===== config.mk =====
export PLATFORM = sky130hd
export DESIGN_NAME = ahb_manager
export DESIGN_NICKNAME = d
export VERILOG_FILES = /design/src/rtl/ahb_manager.sv
export SDC_FILE = /design/constraint.sdc
export NUM_CORES = 1
export LEC_CHECK = 0
export CAP_MARGIN = 25
export CORE_MARGIN = 10
export CORE_UTILIZATION = 25
export CTS_CLUSTER_SIZE = 16
export DETAILED_ROUTE_END_ITERATION = 12
export PLACE_DENSITY_LB_ADDON = 0.25
export SYNTH_ARGS = -nofsm -noshare
export SYNTH_HDL_FRONTEND = slang
export SYNTH_SLANG_ARGS = --single-unit

===== constraint.sdc =====
create_clock -name HCLK -period 2 [get_ports HCLK]
set_input_delay 0.4 -clock HCLK [delete_from_list [all_inputs] [get_ports HCLK]]
set_output_delay 0.4 -clock HCLK [all_outputs]
set_load 0.005 [all_outputs]

===== src/rtl/ahb_manager.sv =====
// rtl/ahb_manager.sv - AHB-Lite single-transfer manager for core load/store requests
//
// Purpose: accepts one load/store request at a time from the core memory stage,
// issues a single NONSEQ AHB-Lite transfer, steers byte/halfword lanes and
// returns a one-cycle response. Misaligned or illegal-size requests are
// answered with an error and never reach the bus.
//
// Ports:
//   HCLK, HRESETn         clock, synchronous active-low reset
//   req_valid/req_ready   request handshake
//   req_write/req_instr   direction, opcode fetch flag
//   req_size/req_addr     access size (00 B, 01 H, 10 W) and byte address
//   req_wdata             right-aligned store data
//   rsp_valid/rsp_rdata/rsp_err  one-cycle response
//   HADDR..HWDATA         AHB-Lite manager outputs (all registered)
//   HRDATA/HREADY/HRESP   AHB-Lite subordinate-mux inputs
module ahb_manager #(
  parameter int ADDR_W = 32
) (
  input  logic              HCLK,
  input  logic              HRESETn,
  input  logic              req_valid,
  output logic              req_ready,
  input  logic              req_write,
  input  logic              req_instr,
  input  logic [1:0]        req_size,
  input  logic [ADDR_W-1:0] req_addr,
  input  logic [31:0]       req_wdata,
  output logic              rsp_valid,
  output logic [31:0]       rsp_rdata,
  output logic              rsp_err,
  output logic [ADDR_W-1:0] HADDR,
  output logic [1:0]        HTRANS,
  output logic              HWRITE,
  output logic [2:0]        HSIZE,
  output logic [3:0]        HPROT,
  output logic [31:0]       HWDATA,
  input  logic [31:0]       HRDATA,
  input  logic              HREADY,
  input  logic [1:0]        HRESP
);

  typedef enum logic [1:0] {
    S_IDLE  = 2'd0,
    S_ADDR  = 2'd1,
    S_DATA  = 2'd2,
    S_FAULT = 2'd3
  } state_t;

  localparam logic [1:0] TRANS_IDLE   = 2'b00;
  localparam logic [1:0] TRANS_NONSEQ = 2'b10;

  state_t              state_q;
  logic                req_ready_q;
  logic                rsp_valid_q;
  logic [31:0]         rsp_rdata_q;
  logic                rsp_err_q;
  logic [ADDR_W-1:0]   haddr_q;
  logic [1:0]          htrans_q;
  logic                hwrite_q;
  logic [2:0]          hsize_q;
  logic [3:0]          hprot_q;
  logic [31:0]         hwdata_q;

  logic                misalign_d;
  logic [31:0]         wdata_lanes_d;
  logic [31:0]         rdata_d;
  logic                hresp_err_d;

  always_comb begin
    misalign_d    = 1'b0;
    wdata_lanes_d = req_wdata;
    rdata_d       = HRDATA;
    hresp_err_d   = (HRESP == 2'b01);

    case (req_size)
      2'b00:   misalign_d = 1'b0;
      2'b01:   misalign_d = req_addr[0];
      2'b10:   misalign_d = |req_addr[1:0];
      default: misalign_d = 1'b1;
    endcase

    // Replicate narrow store data so every byte lane carries it; the
    // subordinate picks the lane from HADDR.
    case (req_size)
      2'b00:   wdata_lanes_d = {4{req_wdata[7:0]}};
      2'b01:   wdata_lanes_d = {2{req_wdata[15:0]}};
      default: wdata_lanes_d = req_wdata;
    endcase

    // Lane select uses the address/size latched for the current transfer.
    case (hsize_q[1:0])
      2'b00:   rdata_d = {24'b0, HRDATA[{haddr_q[1:0], 3'b000} +: 8]};
      2'b01:   rdata_d = {16'b0, HRDATA[{haddr_q[1], 4'b0000} +: 16]};
      default: rdata_d = HRDATA;
    endcase
  end

  always_ff @(posedge HCLK) begin
    if (!HRESETn) begin
      state_q     <= S_IDLE;
      req_ready_q <= 1'b0;
      rsp_valid_q <= 1'b0;
      rsp_rdata_q <= 32'b0;
      rsp_err_q   <= 1'b0;
      haddr_q     <= '0;
      htrans_q    <= TRANS_IDLE;
      hwrite_q    <= 1'b0;
      hsize_q     <= 3'b000;
      hprot_q     <= 4'b0011;
      hwdata_q    <= 32'b0;
    end else begin
      rsp_valid_q <= 1'b0;
      case (state_q)
        S_IDLE: begin
          req_ready_q <= 1'b1;
          if (req_valid && req_ready_q) begin
            req_ready_q <= 1'b0;
            if (misalign_d) begin
              state_q <= S_FAULT;
            end else begin
              state_q  <= S_ADDR;
              htrans_q <= TRANS_NONSEQ;
              haddr_q  <= req_addr;
              hwrite_q <= req_write;
              hsize_q  <= {1'b0, req_size};
              hprot_q  <= {2'b00, 1'b1, ~req_instr};
              hwdata_q <= wdata_lanes_d;
            end
          end
        end
        S_ADDR: begin
          if (HREADY) begin
            state_q  <= S_DATA;
            htrans_q <= TRANS_IDLE;
          end
        end
        S_DATA: begin
          // An ERROR with HREADY low is the first half of the two-cycle
          // error response; complete only on its HREADY-high cycle.
          if (HREADY) begin
            state_q     <= S_IDLE;
            rsp_valid_q <= 1'b1;
            rsp_err_q   <= hresp_err_d;
            rsp_rdata_q <= (hresp_err_d || hwrite_q) ? 32'b0 : rdata_d;
          end
        end
        S_FAULT: begin
          state_q     <= S_IDLE;
          rsp_valid_q <= 1'b1;
          rsp_err_q   <= 1'b1;
          rsp_rdata_q <= 32'b0;
        end
        default: state_q <= S_IDLE;
      endcase
    end
  end

  assign req_ready = req_ready_q & HRESETn;
  assign rsp_valid = rsp_valid_q;
  assign rsp_rdata = rsp_rdata_q;
  assign rsp_err   = rsp_err_q;
  assign HADDR     = haddr_q;
  assign HTRANS    = htrans_q;
  assign HWRITE    = hwrite_q;
  assign HSIZE     = hsize_q;
  assign HPROT     = hprot_q;
  assign HWDATA    = hwdata_q;

endmodule


==> results by group <==
Drt
  • DR WL/cell: ~18 um
  • Drt pass-1 iters: 4
  • WL final: 17300 um
  • Total number of vias: between 4000 and 5000
  • DRC violations left: 0
  • Routed Antenna Nets: 0
  • Iteration-0 DRC Markers: around 230
  • Mean number of vias per cell: approximately 4.9

Setup path
  • Setup crit end kind: output port
  • Crit start category: flip-flop
  • Crit path max fanout: 6
  • Crit path kind: reg -> out
  • R2R setup slack: approximately 0.40 ns
  • CP arrival: around 1.5 ns
  • Req. time, crit path: roughly 1.6 ns

STA
  • Post-Route Skew: about 0.0084 ns
  • Crit share post-route: 0.956
  • Relative slew slack: 0.585
  • Least-Margin Pin Slew: roughly 0.62 ns
  • Fin crit period: about 1.9 ns
  • Final setup fails: 0
  • Max-slew violations: 0
  • F_max: between 500 and 600 MHz
  • Final hold viol count: 0
  • RSZ-0062 raised after global routing: no

CTS
  • CTS tree: yes
  • Clock sink total: ~110
  • Num CTS Buffers: 9
  • Clock Pin Slew Worst Setup and Hold Paths: ~0.08 ns
  • # resized after CTS: 0
  • Clk Latency, worst-skew pair: 0.35 ns
  • CTS Buffer Depth: 2
  • Hold buffers post-CTS: 0
  • Clk root buf: clkbuf_16
  • CTS H-Tree Depth: 3
  • Postcts setup bufs: 0

Synthesis
  • Post-Syn Instances: between 500 and 600
  • Fraction of registers with async set/reset: 0
  • Largest area contributor in the netlist: dfxtp_1
  • Synth top area cells: dfxtp_1, nand3_1, a22o_1
  • Cell Area, Synth: approximately 0.0046 mm2
  • Syn Area/Cell: between 8 and 9 um2
  • Seq/Total Area, Yosys: 0.459
  • Synth warnings: 0
  • Most common flop cell mapped by yosys: dfxtp_1
  • Register bit total from synthesis: between 100 and 150
  • Synth top area share: 0.459
  • Post-synth EDFFs: 0
  • Number of distinct library cells after synthesis: 38

Pwr
  • Pwr dens: 669 mW/mm2
  • Leakage Power: approximately 3 nW
  • Post-layout power: 0.00489 W
  • VDD IR-drop max: 373 uV

Final layout
  • Post-Layout Cell Count: 946
  • Layout cells sized above 1: 0.0725
  • Ant diodes: 0
  • Area Growth Syn to Fin: 57.8%
  • Fin nets: between 800 and 900

Placed design
  • IO buf count: ~210
  • Final HPWL DP: between 10000 and 15000 um
  • RD Place Congestion: between 0.8 and 0.9
  • Placed instance count: slightly above 900

GRT
  • Largest net degree at the start of global routing: 50
  • Met2 usage: 0.212
  • Routing usage on met1: 0.162
  • Overflow left after global routing: 0
  • Antenna violations before repair: 0
  • GRT busiest layer: met2
  • Gr usage total: 0.138
  • Number of global-route vias before repair: roughly 4700
  • M3 GR Usage: 0.0717
  • First-pass GRT wire length: around 27000 um

Die
  • Die Footprint: approximately 0.024 mm2
  • Initial Util: 0.256
  • Placeable Area: between 0.015 and 0.02 mm2
  • Row cnt: between 40 and 50
  • IO Count: 215
  • Chip Width: around 160 um
  • Die Y: approximately 160 um

Min path
  • Worst hold path class: reg -> reg

Run status
  • Status: complete, no violations

Flow run
  • Maximum Capacitance Violations: 0
cells in the final DEF, fill, tap and decap left out, types with 2 or more instances in the layout:
master           Yosys  layout
inv_2                2       2
inv_6                0       2
dfxtp_1            106     106
nor2_1               2       2
and2_1               3       3
a31oi_1              9       9
nand2b_1             2       2
o21ai_0             19      19
o211a_1             18      18
o221ai_1             7       7
nor2b_1             11      10
o21ai_1              4       4
nand3_1             91      91
inv_8                0       2
clkdlybuf4s50_1      0     208
a21boi_1             8       8
buf_4               13      19
clkbuf_16            0       9
mux2i_1             24      24
a22o_1              47      47
conb_1               2       5
buf_12               0       7
nand2_1             93      93
sequential cells by signal, summed over array words and instances, names as in the netlist, 2 cells and up:
register / flops
HADDR: 32
HWDATA: 32
rsp_rdata: 32
HSIZE: 2
state_q: 2
logic make-up after synthesis:
logic type	Yosys count	synth area share
simple gates	212	0.217
buf+inv	55	0.0644
compound gates	118	0.207
mux	24	0.0519
flops	106	0.459
other cells	2	0.00162
metrics by stage:
| stage | setup slack [ns] | hold slack [ns] | area, um2 | setup TNS, ns | utilization |
|---|---|---|---|---|---|
| after global routing | 0.0227 | 0.465 | 7300 | 0 | 0.404 |
| after global placement | 0.0183 | 0.436 | 7000 | 0 | 0.387 |
| after CTS | 0.0663 | 0.451 | 7300 | 0 | 0.404 |
| after floorplan | 0.489 | 0.446 | 4640 | 0 | - |
| after detailed placement | -0.0240 | 0.440 | 7000 | -0.0482 | 0.387 |
| final | 0.0872 | 0.446 | 7300 | 0 | 0.404 |
path summary, 6_finish.rpt:
check | start | end | cells past startpoint
max | req_ready_q | req_ready | 2
min | HADDR[18] | HADDR[18] | 2
min reg2reg | HADDR[18] | HADDR[18] | 2
max reg2reg | HSIZE[1] | rsp_rdata[1] | 5
worst max-delay path, stage by stage (launching register included):
cell,delay (ns)
dfxtp_1,0.45
and2_1,0.16
clkdlybuf4s50_1,0.55
routing by layer:
| metal | wire length (um) | share of wire |
|---|---|---|
| met5 | 0 | 0 |
| met4 | 255 | 0.015 |
| met3 | 2280 | 0.13 |
| met2 | 7530 | 0.43 |
| met1 | 7270 | 0.42 |
report_power, final:
part           total, W  switching (W)  internal, W  leakage [nW]
sequential      0.00224      0.0000543      0.00219         0.858
clock           0.00180       0.000914     0.000887         0.143
combinational  0.000844       0.000370     0.000473          2.00
area by class of cell:
| cell class | instances | area (um2) |
|---|---|---|
| well taps | 229 | 287 |
| flip-flops and latches | 106 | 2120 |
| multi-input cells | 359 | 2220 |
| clock inverters | 7 | 72.6 |
| repair buffers | 234 | 2360 |
| inverters | 2 | 7.51 |
| fillers | 1756 | 10800 |
| clock buffers | 9 | 225 |
cell usage after synthesis (all sizes together), types with 3 or more instances:
library cell / number
nor2: 3
and2: 3
a21boi: 8
buf: 39
nand2: 93
dfxtp: 106
a22o: 47
a31oi: 9
mux2i: 24
nand3: 92
nor2b: 11
o221ai: 7
o21ai: 23
clkbuf: 14
o211a: 18
No activity file was read; power rests on OpenSTA's default activity.
